### config.mk
export PLATFORM = sky130hd
export DESIGN_NAME = frame_fill_engine_flat
export DESIGN_NICKNAME = d
export VERILOG_FILES = /design/src/rtl/frame_fill_engine_if.sv /design/src/rtl/frame_fill_engine.sv /design/src/flat_wrapper.sv
export SDC_FILE = /design/constraint.sdc
export NUM_CORES = 1
export LEC_CHECK = 0
export ABC_AREA = 0
export BUFFER_PORTS_ARGS = -buffer_cell sky130_fd_sc_hd__buf_2
export CAP_MARGIN = 25
export CORE_UTILIZATION = 45
export CTS_CLUSTER_SIZE = 40
export DETAILED_ROUTE_END_ITERATION = 7
export SKIP_CTS_REPAIR_TIMING = 1
export SLEW_MARGIN = 5
export SYNTH_ARGS = -nofsm -noshare
export SYNTH_HDL_FRONTEND = slang
export SYNTH_SLANG_ARGS = --single-unit
### constraint.sdc
create_clock -name clk -period 9.9 [get_ports clk]
set_input_delay 0.99 -clock clk [delete_from_list [all_inputs] [get_ports clk]]
set_output_delay 0.99 -clock clk [all_outputs]
set_load 0.03 [all_outputs]
### src/rtl/frame_fill_engine_if.sv
// Bus bundle for the fill engine: the CPU-facing MMIO register slot and the
// video slot write port that feeds the frame buffer core.
interface frame_fill_engine_if;
  // MMIO register slot
  logic        cs;
  logic        read;
  logic        write;
  logic [4:0]  addr;
  logic [31:0] wr_data;
  logic [31:0] rd_data;
  // Video slot toward the frame buffer
  logic        v_cs;
  logic        v_write;
  logic [19:0] v_addr;
  logic [31:0] v_wr_data;

  // Engine side: consumes MMIO accesses, drives pixel writes
  modport slave (
    input  cs, read, write, addr, wr_data,
    output rd_data, v_cs, v_write, v_addr, v_wr_data
  );

  // CPU / frame buffer side
  modport master (
    output cs, read, write, addr, wr_data,
    input  rd_data, v_cs, v_write, v_addr, v_wr_data
  );
endinterface

### src/rtl/frame_fill_engine.sv
// Rectangle-fill initiator: the CPU programs origin, size and colour, then
// starts a fill; the engine clips to the screen and issues one pixel write
// per clock on the video slot, reporting busy/done status over MMIO.
module frame_fill_engine #(
  parameter int HRES = 640,
  parameter int VRES = 480,
  parameter int DW   = 9
) (
  input  logic               clk,
  input  logic               reset,
  frame_fill_engine_if.slave bus
);

  typedef enum logic [1:0] {
    ST_IDLE,
    ST_SETUP,
    ST_FILL,
    ST_DONE
  } state_t;

  localparam logic [19:0] HRES_A = 20'(HRES);
  localparam logic [11:0] HRES_X = 12'(HRES);
  localparam logic [10:0] VRES_Y = 11'(VRES);

  state_t          state_q, state_d;

  // CPU-visible programmed values
  logic [9:0]      x0_q, x0_d;
  logic [8:0]      y0_q, y0_d;
  logic [10:0]     width_q, width_d;
  logic [9:0]      height_q, height_d;
  logic [DW-1:0]   colour_q, colour_d;

  // Working copies, frozen at start so later register writes cannot disturb a fill
  logic [9:0]      wx_q, wx_d;
  logic [8:0]      wy_q, wy_d;
  logic [10:0]     ew_q, ew_d;
  logic [9:0]      eh_q, eh_d;
  logic [DW-1:0]   wcol_q, wcol_d;

  // Raster walk
  logic [19:0]     row_base_q, row_base_d;
  logic [10:0]     col_q, col_d;
  logic [9:0]      row_q, row_d;

  logic            done_q, done_d;

  logic            wr_en;
  logic            start_p, abort_p, clear_p;
  logic            busy;
  logic            filling;
  logic [11:0]     x_rem;
  logic [10:0]     y_rem;
  logic [10:0]     clip_w;
  logic [9:0]      clip_h;
  logic            fill_empty;
  logic            unused_bits;

  // Only the low 11 data bits carry register fields; read strobe is not needed
  // because read data is a pure function of the address.
  assign unused_bits = ^{bus.read, bus.wr_data[31:11]};

  assign wr_en   = bus.cs & bus.write;
  assign start_p = wr_en && (bus.addr == 5'd5) && bus.wr_data[0];
  assign abort_p = wr_en && (bus.addr == 5'd5) && bus.wr_data[1];
  assign clear_p = wr_en && (bus.addr == 5'd5) && bus.wr_data[2];
  assign busy    = (state_q != ST_IDLE);
  assign filling = (state_q == ST_FILL);

  // Clip the programmed rectangle against the screen edges
  always_comb begin
    x_rem      = HRES_X - {2'b00, x0_q};
    y_rem      = VRES_Y - {2'b00, y0_q};
    clip_w     = ({1'b0, width_q} < x_rem) ? width_q : x_rem[10:0];
    clip_h     = ({1'b0, height_q} < y_rem) ? height_q : y_rem[9:0];
    fill_empty = ({2'b00, x0_q} >= HRES_X) || ({2'b00, y0_q} >= VRES_Y) ||
                 (clip_w == 11'd0) || (clip_h == 10'd0);
  end

  // Register writes, control pulses and fill sequencing
  always_comb begin
    state_d    = state_q;
    x0_d       = x0_q;
    y0_d       = y0_q;
    width_d    = width_q;
    height_d   = height_q;
    colour_d   = colour_q;
    wx_d       = wx_q;
    wy_d       = wy_q;
    ew_d       = ew_q;
    eh_d       = eh_q;
    wcol_d     = wcol_q;
    row_base_d = row_base_q;
    col_d      = col_q;
    row_d      = row_q;
    done_d     = done_q;

    if (wr_en) begin
      case (bus.addr)
        5'd0:    x0_d     = bus.wr_data[9:0];
        5'd1:    y0_d     = bus.wr_data[8:0];
        5'd2:    width_d  = bus.wr_data[10:0];
        5'd3:    height_d = bus.wr_data[9:0];
        5'd4:    colour_d = bus.wr_data[DW-1:0];
        default: ;
      endcase
    end

    // Clear-done loses to a completing fill, which is applied afterwards
    if (clear_p) begin
      done_d = 1'b0;
    end

    case (state_q)
      ST_IDLE: begin
        // Abort in the same write as start suppresses the start
        if (start_p && !abort_p) begin
          if (fill_empty) begin
            done_d = 1'b1;
          end else begin
            wx_d    = x0_q;
            wy_d    = y0_q;
            ew_d    = clip_w;
            eh_d    = clip_h;
            wcol_d  = colour_q;
            done_d  = 1'b0;
            state_d = ST_SETUP;
          end
        end
      end
      ST_SETUP: begin
        row_base_d = 20'(wy_q) * HRES_A + 20'(wx_q);
        col_d      = 11'd0;
        row_d      = 10'd0;
        state_d    = ST_FILL;
      end
      ST_FILL: begin
        if (col_q == ew_q - 11'd1) begin
          col_d      = 11'd0;
          row_base_d = row_base_q + HRES_A;
          row_d      = row_q + 10'd1;
          if (row_q == eh_q - 10'd1) begin
            state_d = ST_DONE;
          end
        end else begin
          col_d = col_q + 11'd1;
        end
      end
      ST_DONE: begin
        done_d  = 1'b1;
        state_d = ST_IDLE;
      end
      default: state_d = ST_IDLE;
    endcase

    // Abort stops any busy phase immediately; start while busy is ignored above
    if (abort_p && busy) begin
      state_d = ST_IDLE;
    end
  end

  // Pixel write port: active only while walking the rectangle
  always_comb begin
    bus.v_cs      = filling;
    bus.v_write   = filling;
    bus.v_addr    = filling ? (row_base_q + 20'(col_q)) : 20'd0;
    bus.v_wr_data = filling ? 32'(wcol_q) : 32'd0;
  end

  // MMIO read mux, combinational from the address
  always_comb begin
    case (bus.addr)
      5'd0:    bus.rd_data = 32'(x0_q);
      5'd1:    bus.rd_data = 32'(y0_q);
      5'd2:    bus.rd_data = 32'(width_q);
      5'd3:    bus.rd_data = 32'(height_q);
      5'd4:    bus.rd_data = 32'(colour_q);
      5'd6:    bus.rd_data = {30'd0, done_q, busy};
      default: bus.rd_data = 32'd0;
    endcase
  end

  // State and register update with synchronous reset
  always_ff @(posedge clk) begin
    if (reset) begin
      state_q    <= ST_IDLE;
      x0_q       <= '0;
      y0_q       <= '0;
      width_q    <= '0;
      height_q   <= '0;
      colour_q   <= '0;
      wx_q       <= '0;
      wy_q       <= '0;
      ew_q       <= '0;
      eh_q       <= '0;
      wcol_q     <= '0;
      row_base_q <= '0;
      col_q      <= '0;
      row_q      <= '0;
      done_q     <= 1'b0;
    end else begin
      state_q    <= state_d;
      x0_q       <= x0_d;
      y0_q       <= y0_d;
      width_q    <= width_d;
      height_q   <= height_d;
      colour_q   <= colour_d;
      wx_q       <= wx_d;
      wy_q       <= wy_d;
      ew_q       <= ew_d;
      eh_q       <= eh_d;
      wcol_q     <= wcol_d;
      row_base_q <= row_base_d;
      col_q      <= col_d;
      row_q      <= row_d;
      done_q     <= done_d;
    end
  end

endmodule

### src/flat_wrapper.sv
// flat-port wrapper written by rule: the top's interface ports become plain ports
module frame_fill_engine_flat 
#(
  parameter int HRES = 640,
  parameter int VRES = 480,
  parameter int DW   = 9
)
  (clk, reset, bus_cs, bus_read, bus_write, bus_addr, bus_wr_data, bus_rd_data, bus_v_cs, bus_v_write, bus_v_addr, bus_v_wr_data);
  frame_fill_engine_if bus_i ();
  input  logic clk;
  input  logic reset;
  input wire logic [$bits(bus_i.cs)-1:0] bus_cs;
  input wire logic [$bits(bus_i.read)-1:0] bus_read;
  input wire logic [$bits(bus_i.write)-1:0] bus_write;
  input wire logic [$bits(bus_i.addr)-1:0] bus_addr;
  input wire logic [$bits(bus_i.wr_data)-1:0] bus_wr_data;
  output wire logic [$bits(bus_i.rd_data)-1:0] bus_rd_data;
  output wire logic [$bits(bus_i.v_cs)-1:0] bus_v_cs;
  output wire logic [$bits(bus_i.v_write)-1:0] bus_v_write;
  output wire logic [$bits(bus_i.v_addr)-1:0] bus_v_addr;
  output wire logic [$bits(bus_i.v_wr_data)-1:0] bus_v_wr_data;
  assign bus_i.cs = bus_cs;
  assign bus_i.read = bus_read;
  assign bus_i.write = bus_write;
  assign bus_i.addr = bus_addr;
  assign bus_i.wr_data = bus_wr_data;
  assign bus_rd_data = bus_i.rd_data;
  assign bus_v_cs = bus_i.v_cs;
  assign bus_v_write = bus_i.v_write;
  assign bus_v_addr = bus_i.v_addr;
  assign bus_v_wr_data = bus_i.v_wr_data;
  frame_fill_engine #(.HRES(HRES), .VRES(VRES), .DW(DW)) u_core (.clk(clk), .reset(reset), .bus(bus_i));
endmodule
==> impl_metrics.toml <==
[outcome]
status = "completed"

[die]
io_pins = 128
floorplan.die.width_um = 147
die-area_sq_um = 21700
rows = 52
start_util_pct = 46.5
die_h_um = 147
floorplan.core_area_sq_um = 20400

[yosys]
asyncSetResetFlopFracSynth_pct = 0
synth-edff-count = 0
synthCells = 1156
synth_sequential_area_ratio_pct = 30.0
synthDistinctLibCells = 69
ys_ff_latch = 142
synthesis.area_per_instance_sq_um = 8.21
synth_flop_cell = "sky130_fd_sc_hd__dfxtp_1"
synth_warnings = 0
post_synthesis_cell_area_sq_um = 9490

[power_and_ir_drop]
cell_internal_pwr_mw = 0.916
power.combinational.fraction_pct = 4.7
clockPowerShare_pct = 49.5
power_density_nw_per_um2 = 122
worst_ir_drop_vdd_mv = 0.113
power_frac_seq_pct = 45.8
power.switching_mw = 0.336
netSwitchingFraction_pct = 26.8
power.leakage_nw = 4.06

[finish]
seq_area_sq_um = 2840
drive_above_1_share_pct = 9.90
antenna_cells = 0
layout.cells.most_common = "sky130_fd_sc_hd__nor2_1"
multi_input_comb_area_sq_um = 6060
fillerInstances = 2039
area.growth.synth_to_final_pct = 8.46
post-route-util_pct = 50.4
final_nets = 1280
most-common-layout-cells = "sky130_fd_sc_hd__nor2_1, sky130_fd_sc_hd__dfxtp_1, sky130_fd_sc_hd__mux2i_1"

[clocking]
cts_buffers = 17
clkSinkCount = 142
clkLatencyLatePin_ns = 0.43
cts_max_level = 4
cts_tree = "built"
clockRootBuffer = "sky130_fd_sc_hd__clkbuf_16"
clk_pin_slew_ns = 0.07
ctsLongestPathBuffers = 2

[drt]
drt-initial-drc-count = 405
drc = 0
detailroute.via_count = 8000
wirelength_um = 23300
routed_via_density = 5.47
drtAntennaViolNets = 0
wire_length_per_cell_after_detailed_routing_um = 16.0
drt_first_pass_iters = 8

[timing]
finalSetupViolations = 0
clock.fmax_mhz = 207
finalCritPeriodShare_pct = 48.9
slew_violations = 0
timing.final.crit_period_ns = 4.84
hold_slack_ns = 0.476
final.setup.tns_ns = 0
unrepaired_setup_endpoints_after_global_routing = "no"
final.setup_skew_ns = 0.0125
final_hold_viol_count = 0
timing.max_slew.rel_slack_pct = 29.4
max_slew.worst_pin.slew_ns = 1.05

[global_route]
grt.total_usage_pct = 21.9
grt_antenna_before_repair = 0
pin_count_of_the_biggest_net_entering_global_routing = 90
grt_remaining_overflow = 0
via_count_of_the_first_global_routing_pass = 7153
grt_first_pass_wirelength_um = 37700

[setup_path]
cp-start-kind = "flip-flop"
ff2ff_path_depth = 15
worst-path-max-fanout = 34
cp-end-kind = "flip-flop"
cp.arrival_ns = 5.12
critPathRequiredTime_ns = 10.18
worst-setup-path-type = "flip-flop to flip-flop"

[worst_hold_path]
worstHoldPathCells = 2
hold_path.class = "flip-flop to flip-flop"

[flow_run]
drv.max_cap_violation_count = 0

[placed_design]
numPortBuffers = 61
routabilityCongestion = 0.867
dp_hpwl_um = 17200
## cells in the mapped netlist, types with 16 or more instances
cell / instances / area [sq um]
sky130_fd_sc_hd__nor3_1: 23 / 115
sky130_fd_sc_hd__dfxtp_1: 142 / 2840
sky130_fd_sc_hd__and3_1: 16 / 100
sky130_fd_sc_hd__nand2_1: 81 / 304
sky130_fd_sc_hd__and2_1: 21 / 131
sky130_fd_sc_hd__ha_1: 56 / 701
sky130_fd_sc_hd__o21ai_0: 46 / 230
sky130_fd_sc_hd__a21oi_1: 65 / 325
sky130_fd_sc_hd__clkbuf_1: 42 / 158
sky130_fd_sc_hd__mux2i_1: 95 / 951
sky130_fd_sc_hd__xnor2_1: 43 / 377
sky130_fd_sc_hd__xor2_1: 34 / 298
sky130_fd_sc_hd__a211oi_1: 30 / 225
sky130_fd_sc_hd__nor2_1: 171 / 642
sky130_fd_sc_hd__buf_4: 48 / 360
sky130_fd_sc_hd__inv_1: 33 / 124
sky130_fd_sc_hd__nand3_1: 22 / 110
## per-layer routing
metal	GRT usage, %	up-vias	part of all wire [%]
li1	-	4054	-
met4	5.93	0	1.0
met3	2.95	16	4.4
met5	0	-	0
met1	31.7	3769	49
met2	34.1	161	46
## layout make-up
cell class                      count  area share [%]
Inverter                           34            1.24
Sequential cell                   142            27.6
Clock buffer                       17            4.13
Multi-Input combinational cell    916            58.9
Timing Repair Buffer               68            3.50
Clock inverter                     15            1.37
Tap cell                          270            3.28
## cell families after synthesis
logic type	synth area share, %
compound gates	15.2
xor+xnor	7.11
fa+ha+maj	8.02
buf+inv	8.09
flops	30.0
mux	10.1
other cells	0.0395
simple gates	21.5
## through the flow
step,cells,setup slack [ns],area [sq um],total power [mW]
after detailed placement,1430,5.09,9730,0.645
after floorplan,1199,5.96,9650,0.643
final,1462,5.06,10300,1.25
after global placement,1429,5.10,9720,0.645
after global routing,1462,4.74,10300,1.30
after CTS,1462,5.00,10300,1.26
## final timing paths
path	start	endpoint	slack [ns]
max reg2reg	u_core.y0_q[0]	u_core.wcol_q[3]	5.06
max	u_core.y0_q[0]	u_core.wcol_q[3]	5.06
min	u_core.colour_q[6]	u_core.colour_q[6]	0.48
min reg2reg	u_core.colour_q[6]	u_core.colour_q[6]	0.48
## power by group through the flow
stage / sequential, mW / combinational, mW / clock (mW)
6_report: 0.574 / 0.0588 / 0.620
5_1_grt: 0.573 / 0.0627 / 0.660
4_1_cts: 0.574 / 0.0584 / 0.631
3_5_place_dp: 0.587 / 0.0583 / 0
3_3_place_gp: 0.587 / 0.0584 / 0
2_1_floorplan: 0.586 / 0.0574 / 0
## critical path, stage by stage, from the launching register on
cell	delay (ns)
sky130_fd_sc_hd__dfxtp_1	0.42
sky130_fd_sc_hd__inv_1	0.10
sky130_fd_sc_hd__ha_1	0.19
sky130_fd_sc_hd__or4b_1	0.53
sky130_fd_sc_hd__nand4_1	0.15
sky130_fd_sc_hd__xnor2_1	0.16
sky130_fd_sc_hd__ha_1	0.28
sky130_fd_sc_hd__a211o_1	0.31
sky130_fd_sc_hd__nor2_1	0.10
sky130_fd_sc_hd__o211ai_1	0.12
sky130_fd_sc_hd__and2_1	0.34
sky130_fd_sc_hd__a211oi_2	0.34
sky130_fd_sc_hd__and4_2	0.76
sky130_fd_sc_hd__buf_4	0.53
sky130_fd_sc_hd__mux2i_1	0.24
sky130_fd_sc_hd__nor2_1	0.05
## registers in the layout, indices dropped and copies added (netlist names), 10 cells and up
signal             cells
u_core.width_q        11
u_core.row_base_q     20
u_core.wx_q           10
u_core.col_q          11
u_core.x0_q           10
u_core.eh_q           10
u_core.row_q          10
u_core.ew_q           11
u_core.height_q       10
(Power assumes the default switching activity.)
